`config.mk`:
```
export PLATFORM = sky130hd
export DESIGN_NAME = ex_mem_stage_reg
export DESIGN_NICKNAME = d
export VERILOG_FILES = /design/src/rtl/ex_mem_stage_reg.sv
export SDC_FILE = /design/constraint.sdc
export NUM_CORES = 1
export LEC_CHECK = 0
export BUFFER_PORTS_ARGS = -buffer_cell sky130_fd_sc_hd__buf_2
export CAP_MARGIN = 25
export CORE_UTILIZATION = 50
export CTS_CLUSTER_SIZE = 12
export DETAILED_ROUTE_END_ITERATION = 6
export GPL_ROUTABILITY_DRIVEN = 0
export PLACE_DENSITY = 0.82
export SETUP_SLACK_MARGIN = 0.1
export SLEW_MARGIN = 30
export SYNTH_ARGS = -nofsm -noshare
export SYNTH_HDL_FRONTEND = slang
export SYNTH_SLANG_ARGS = --single-unit
```
`constraint.sdc`:
```
create_clock -name clk -period 2.2 [get_ports clk]
set_input_delay 0.55 -clock clk [delete_from_list [all_inputs] [get_ports clk]]
set_output_delay 0.55 -clock clk [all_outputs]
set_load 0.01 [all_outputs]
```
`src/rtl/ex_mem_stage_reg.sv`:
```
// EX->MEM pipeline stage register: valid/ready handshake, two-entry skid buffer,
// synchronous flush, forwarding taps. Define EX_MEM_PERF_CNT_EN for stall/bubble counters.
module ex_mem_stage_reg #(
  parameter int DATA_W = 32,
  parameter int RD_W   = 5,
  parameter int CNT_W  = 16
) (
  input  logic              clk,
  input  logic              rst,
  input  logic              in_valid,
  output logic              in_ready,
  input  logic              in_memtoreg,
  input  logic              in_regwrite,
  input  logic              in_memwrite,
  input  logic [DATA_W-1:0] in_alu,
  input  logic [DATA_W-1:0] in_wdata,
  input  logic [RD_W-1:0]   in_rd,
  input  logic              flush,
  output logic              out_valid,
  input  logic              out_ready,
  output logic              out_memtoreg,
  output logic              out_regwrite,
  output logic              out_memwrite,
  output logic [DATA_W-1:0] out_alu,
  output logic [DATA_W-1:0] out_wdata,
  output logic [RD_W-1:0]   out_rd,
  output logic              fwd_en,
  output logic [RD_W-1:0]   fwd_rd,
  output logic [DATA_W-1:0] fwd_data
`ifdef EX_MEM_PERF_CNT_EN
  ,
  output logic [CNT_W-1:0]  stall_cnt,
  output logic [CNT_W-1:0]  bubble_cnt
`endif
);

  typedef struct packed {
    logic              memtoreg;
    logic              regwrite;
    logic              memwrite;
    logic [DATA_W-1:0] alu;
    logic [DATA_W-1:0] wdata;
    logic [RD_W-1:0]   rd;
  } stage_t;

  stage_t out_pl_reg, out_pl_next;
  stage_t skid_pl_reg, skid_pl_next;
  stage_t in_pl;
  logic   out_valid_reg, out_valid_next;
  logic   skid_valid_reg, skid_valid_next;
  logic   acc, drn;

  always_comb begin
    in_pl          = '0;
    in_pl.memtoreg = in_memtoreg;
    in_pl.regwrite = in_regwrite;
    in_pl.memwrite = in_memwrite;
    in_pl.alu      = in_alu;
    in_pl.wdata    = in_wdata;
    in_pl.rd       = in_rd;
  end

  // Ready comes straight from a flop, so out_ready never reaches in_ready combinationally.
  assign in_ready = !skid_valid_reg;
  assign acc      = in_valid & in_ready & !flush;
  assign drn      = out_valid_reg & out_ready;

  always_comb begin
    out_pl_next     = out_pl_reg;
    skid_pl_next    = skid_pl_reg;
    out_valid_next  = out_valid_reg;
    skid_valid_next = skid_valid_reg;
    if (flush) begin
      out_valid_next  = 1'b0;
      skid_valid_next = 1'b0;
    end else if (skid_valid_reg && drn) begin
      // Skid entry is older than anything upstream, so it always goes first.
      out_pl_next     = skid_pl_reg;
      out_valid_next  = 1'b1;
      skid_valid_next = 1'b0;
    end else if (acc && (!out_valid_reg || drn)) begin
      out_pl_next    = in_pl;
      out_valid_next = 1'b1;
    end else if (acc) begin
      skid_pl_next    = in_pl;
      skid_valid_next = 1'b1;
    end else if (drn) begin
      out_valid_next = 1'b0;
    end
  end

  always_ff @(posedge clk) begin
    if (rst) begin
      out_pl_reg     <= '0;
      skid_pl_reg    <= '0;
      out_valid_reg  <= 1'b0;
      skid_valid_reg <= 1'b0;
    end else begin
      out_pl_reg     <= out_pl_next;
      skid_pl_reg    <= skid_pl_next;
      out_valid_reg  <= out_valid_next;
      skid_valid_reg <= skid_valid_next;
    end
  end

  logic [2:0] out_ctrl;
  logic [2:0] out_ctrl_masked;

  assign out_ctrl = {out_pl_reg.memtoreg, out_pl_reg.regwrite, out_pl_reg.memwrite};

  generate
    for (genvar gi = 0; gi < 3; gi++) begin : g_ctrl_mask
      assign out_ctrl_masked[gi] = out_ctrl[gi] & out_valid_reg;
    end
  endgenerate

  assign out_valid    = out_valid_reg;
  assign out_memtoreg = out_ctrl_masked[2];
  assign out_regwrite = out_ctrl_masked[1];
  assign out_memwrite = out_ctrl_masked[0];
  assign out_alu      = out_pl_reg.alu;
  assign out_wdata    = out_pl_reg.wdata;
  assign out_rd       = out_pl_reg.rd;

  // Loads are not forwardable from here: their data only exists after the memory read.
  assign fwd_en   = out_valid_reg & out_pl_reg.regwrite & !out_pl_reg.memtoreg;
  assign fwd_rd   = out_pl_reg.rd;
  assign fwd_data = out_pl_reg.alu;

`ifdef EX_MEM_PERF_CNT_EN
  logic [CNT_W-1:0] stall_cnt_reg, stall_cnt_next;
  logic [CNT_W-1:0] bubble_cnt_reg, bubble_cnt_next;

  always_comb begin
    stall_cnt_next  = stall_cnt_reg;
    bubble_cnt_next = bubble_cnt_reg;
    if (out_valid_reg && !out_ready && (stall_cnt_reg != {CNT_W{1'b1}}))
      stall_cnt_next = stall_cnt_reg + CNT_W'(1);
    if (!out_valid_reg && (bubble_cnt_reg != {CNT_W{1'b1}}))
      bubble_cnt_next = bubble_cnt_reg + CNT_W'(1);
  end

  // Counters ignore flush on purpose; only reset clears them.
  always_ff @(posedge clk) begin
    if (rst) begin
      stall_cnt_reg  <= '0;
      bubble_cnt_reg <= '0;
    end else begin
      stall_cnt_reg  <= stall_cnt_next;
      bubble_cnt_reg <= bubble_cnt_next;
    end
  end

  assign stall_cnt  = stall_cnt_reg;
  assign bubble_cnt = bubble_cnt_reg;
`else
  // No counters in this build; stage behaviour is unchanged.
`endif

endmodule

```
### After elaboration in Yosys (flattened, before gate mapping)

Index checks and enable logic that the tools add are counted.

| word-level totals | value |
|---|---|
| register bits | 146 |
| bits of input ports | 77 |
| output and inout bits | 112 |
| word-level logic and storage cells | 46 |

| cells by class | value |
|---|---|
| equality and inequality tests | 1 |
| multiplexer cells | 6 |
| bitwise gates (word level) | 10 |
| reductions and logical operators | 15 |

Operators with widths:

| operator | number |
|---|---|
| two-way mux 72 bit | 2 |
| AND 1 bit | 7 |
| AND reduction 2 bit | 3 |
| logical NOT 1 bit | 4 |
| two-way mux 1 bit | 4 |
| AND reduction 4 bit | 1 |
| != test 3 x 1 -> 1 bit, second input constant | 1 |
| NOT 1 bit | 3 |
| nonzero test 3 bit | 1 |
| OR reduction 3 bit | 1 |
| logical AND 1 bit | 2 |
| nonzero test 2 bit | 1 |
| OR reduction 2 bit | 1 |
| logical OR 1 bit | 1 |

### Longest topological paths before layout

| depth | value |
|---|---|
| depth in word-level cells | 6 |
| depth in mapped cells | 6 |

### Least setup slack after synthesis

Ideal clock, no wire load.

| timing path | value |
|---|---|
| path type | reg2reg |
| start point | register out_valid_reg (netlist: out_valid) |
| end point | register out_pl_reg, in the netlist out_wdata[10] |
| arrival time | 1643 ps |
| path slack | 413 ps |
| cell stages (with the launch flop) | 7 |
| buffers on the path | 3 |
| period minus slack after synthesis | 1787 ps |
| path through | dfxtp_1 > buf_6 > or2_4 > a211oi_4 > buf_6 > buf_4 > a311oi_2 |

| between the ends | value |
|---|---|
| word-level cells in the longest chain between the ends | 5 |

RTL lines:

| item | RTL line | source |
|---|---|---|
| start: declaration | 49 | `logic out_valid_reg, out_valid_next;` |
| start signal: assignment | 101 | `out_valid_reg <= out_valid_next;` |
| AND 1 bit / logical NOT 1 bit (equally long branches) | 66, 81 |  |
| logical OR 1 bit | 81 | `end else if (acc && (!out_valid_reg \|\| drn)) begin` |
| logical AND 1 bit | 81 |  |
| nonzero test 2 bit (no source line) | n/a |  |
| AND reduction 2 bit (no source line) | n/a |  |
| end signal: assignment | 99 | `out_pl_reg <= out_pl_next;` |
| end: declaration | 46 | `stage_t out_pl_reg, out_pl_next;` |

Several ways; a longest one is shown, not always the timed one.
A chain may end at the register's enable or synchronous reset.

### Worst setup path in the final report

| timing path | value |
|---|---|
| start point | register out_valid_reg (netlist: out_valid) |
| end point | output port fwd_en |

| between the ends | value |
|---|---|
| word-level cells in the longest chain between the ends | 2 |

RTL lines:

| item | RTL line | source |
|---|---|---|
| AND 1 bit (2 in series) | 126 | `assign fwd_en = out_valid_reg & out_pl_reg.regwrite & !out_pl_reg.memtoreg;` |
| end: declaration | 27 | `output logic fwd_en,` |

No other way between the ends.

==> results by group <==
Setup path
  • Worst Path Required: 1.65 ns
  • Worst r2r path cells: 5
  • Worst path bufs/invs: 2
  • Setup slack, reg-to-reg: 0.39 ns
  • Critical path startpoint category: register
  • Type of the worst setup path: register to output port
  • WP data arrival: 1.41 ns
  • CP max stage delay: 0.35 ns
  • CP max-delay cell: dfxtp_2
  • FF-to-FF Start: skid_valid_reg$_SDFFE_PP0P_
  • CP Capture Type: output port
  • Top Family by Delay on Critical Path: flip-flops
  • Crit-path cells: buf_4, and2_1, nor2b_1, buf_2
  • Critical path peak fanout: 7
  • Reg2reg end: out_wdata[16]$_SDFFE_PP0P_

Floorplanning
  • Die Ht: 113 µm
  • Core area: 12100 µm²
  • Starting Density: 0.513
  • Width of the die: 113 µm
  • Boundary Pins: 189
  • Die Area: 12800 µm²
  • # rows: 40

Final layout
  • Synth-to-Final Area Change: 23.4%
  • Fraction of layout cells with a size suffix above 1: 0.302
  • Number of antenna repair diodes: 0
  • Commonest non-fill, non-tap cell in the layout: nand2_1
  • # fillers: 1044
  • Most frequent cells in the layout: nand2_1, buf_2, dfxtp_1
  • Nets@finish: 970
  • Largest register FFs: 72

Clock network
  • H-tree levels: 4
  • CTS max path bufs: 2
  • # clock sinks: 146
  • CTS root buf: clkbuf_16
  • CTS clk-pin slew, worst paths: 0.06 ns
  • Setup repair bufs after CTS: 0
  • Clock tree from TritonCTS: yes
  • Num CTS Buffers: 17
  • Clk Latency, worst-skew pair: 0.42 ns

STA
  • Worst Skew: 0.00720 ns
  • Slew Viols, Final: 0
  • Worst slew pin tran: 0.549 ns
  • Slew headroom: 0.634
  • RSZ-0062 raised after global routing: no
  • Minimum hold slack: 0.369 ns
  • Min Tclk post-route: 1.96 ns
  • Period utilization: 0.893
  • Fin Setup TNS: 0 ns
  • Setup-failing EPs final: 0
  • Final Hold Fails: 0
  • Setup ws final: 0.236 ns
  • Max Freq: 509 MHz

Min path
  • Tightest Hold Check Type: input pin to register
  • Hold Path Origin: in_wdata[23]
  • Hold-critical path depth: 3
  • Endpoint, Worst Hold: skid_pl_reg[28]$_SDFFE_PP0P_

Global routing
  • Global-route wire length before repair: 24000 µm
  • GR Util All Layers: 0.236
  • Number of global-route vias before repair: 5060
  • Antenna violations before repair: 0
  • Largest net degree at the start of global routing: 79
  • GR Overflow Total: 0

Pwr
  • Power consumption: 6.68 mW
  • Pwr Density: 875 nW/µm²
  • Worst VDD drop: 0.000548 V
  • Leak pwr: 3.17 nW

Route
  • Via Count: 5493
  • Drt drc: 0
  • Post-DRT Antenna Nets: 0
  • Total wire length: 14600 µm
  • Per-cell routed wire length: 13.6 µm
  • 1st-iter DRT viols: 427
  • Drt pass-1 iters: 4
  • Post-DR vias/cell: 5.11

Status
  • Status: finished clean

Logic synthesis
  • Synth Register Bits: 146
  • Synth Cell Area: 6190 µm²
  • Number of synthesized flops with an enable pin: 0
  • Sequential area share after synthesis: 0.472
  • Synth async-reset ratio: 0
  • Synth Instances: 767
  • Post-synthesis cell type count: 19
  • Yosys warns: 0
  • Post-Syn Nets: 844
  • Avg Cell Area, Syn: 8.07 µm²
  • Commonest register cell after synthesis: dfxtp_1

Flow run
  • Max Cap Viol: 0

Placed design
  • Post-place setup slack: 0.203 ns
  • PortBufs: 188
  • Detailed-placement wirelength estimate: 9190 µm
-- kinds of logic after synthesis --
| group | share of synthesized area |
|---|---|
| AND/OR/NAND/NOR | 0.231 |
| buffers and inverters | 0.0973 |
| flip-flops | 0.472 |
| AO/OA/AOI/OAI | 0.199 |
-- cell usage after synthesis, types with 2 or more instances --
cell | n | share of area
nand2_1 | 290 | 0.18
dfxtp_1 | 146 | 0.47
nor2_1 | 75 | 0.046
a21oi_1 | 73 | 0.059
clkbuf_1 | 45 | 0.027
buf_4 | 43 | 0.052
a311oi_1 | 39 | 0.055
a311oi_2 | 33 | 0.080
buf_6 | 9 | 0.016
and2_1 | 3 | 0.0030
nand3_1 | 2 | 0.0016
nor2b_1 | 2 | 0.0020
-- what timing repair did --
item / CTS / global route
hold endpoints to repair: 0 / 0
resized for setup: 0 / 1
setup endpoints to repair: 0 / 1
hold buffers: 0 / 0
-- report_power, final --
group          leakage (nW)  internal (mW)  switching (mW)  total [mW]
registers              1.19           2.75          0.0650        2.82
logic                  1.66          0.274           0.366       0.640
clock network         0.321           2.15            1.08        3.22
-- worst min-delay path, cell delays in order --
cell,delay [ns]
buf_2,0.10
nand2_1,0.05
a21oi_1,0.05
-- worst max path at each step --
stage	startpoint	endpoint	slack, ns	cells past startpoint
floorplan	out_valid$_SDFFE_PP0P_	out_wdata[10]$_SDFFE_PP0P_	0.41	6
global placement	out_ready	out_wdata[27]$_SDFFE_PP0P_	0.30	6
detailed placement	out_ready	out_wdata[16]$_SDFFE_PP0P_	0.20	6
CTS	out_valid$_SDFFE_PP0P_	fwd_en	0.14	4
global route	out_valid$_SDFFE_PP0P_	fwd_en	0.15	4
finish	out_valid$_SDFFE_PP0P_	fwd_en	0.24	4
-- through the flow --
stage,cells,util,instance area [µm²]
floorplan,767,-,6190
global placement,1042,0.578,6980
detailed placement,1042,0.578,6980
CTS,1074,0.633,7630
global route,1074,0.633,7640
finish,1074,0.633,7640
-- layer usage --
layer  vias to the layer above  global-route usage  part of all wire
li1                       2778                   -                 -
met1                      2517               0.273              0.43
met2                       172               0.400              0.49
met4                         0               0.104             0.019
met5                         -                   0                 0
met3                        26              0.0771             0.068
-- final cells by class --
class,instances,area [µm²],share of cell area
inverter,1,3.75,0.000492
sequential,146,2920,0.383
clock buffer,21,450,0.0590
clock inverter,11,208,0.0272
timing repair buffer,205,1160,0.152
tap,168,210,0.0275
multi-input combinational,522,2680,0.351
(Power assumes the default switching activity.)
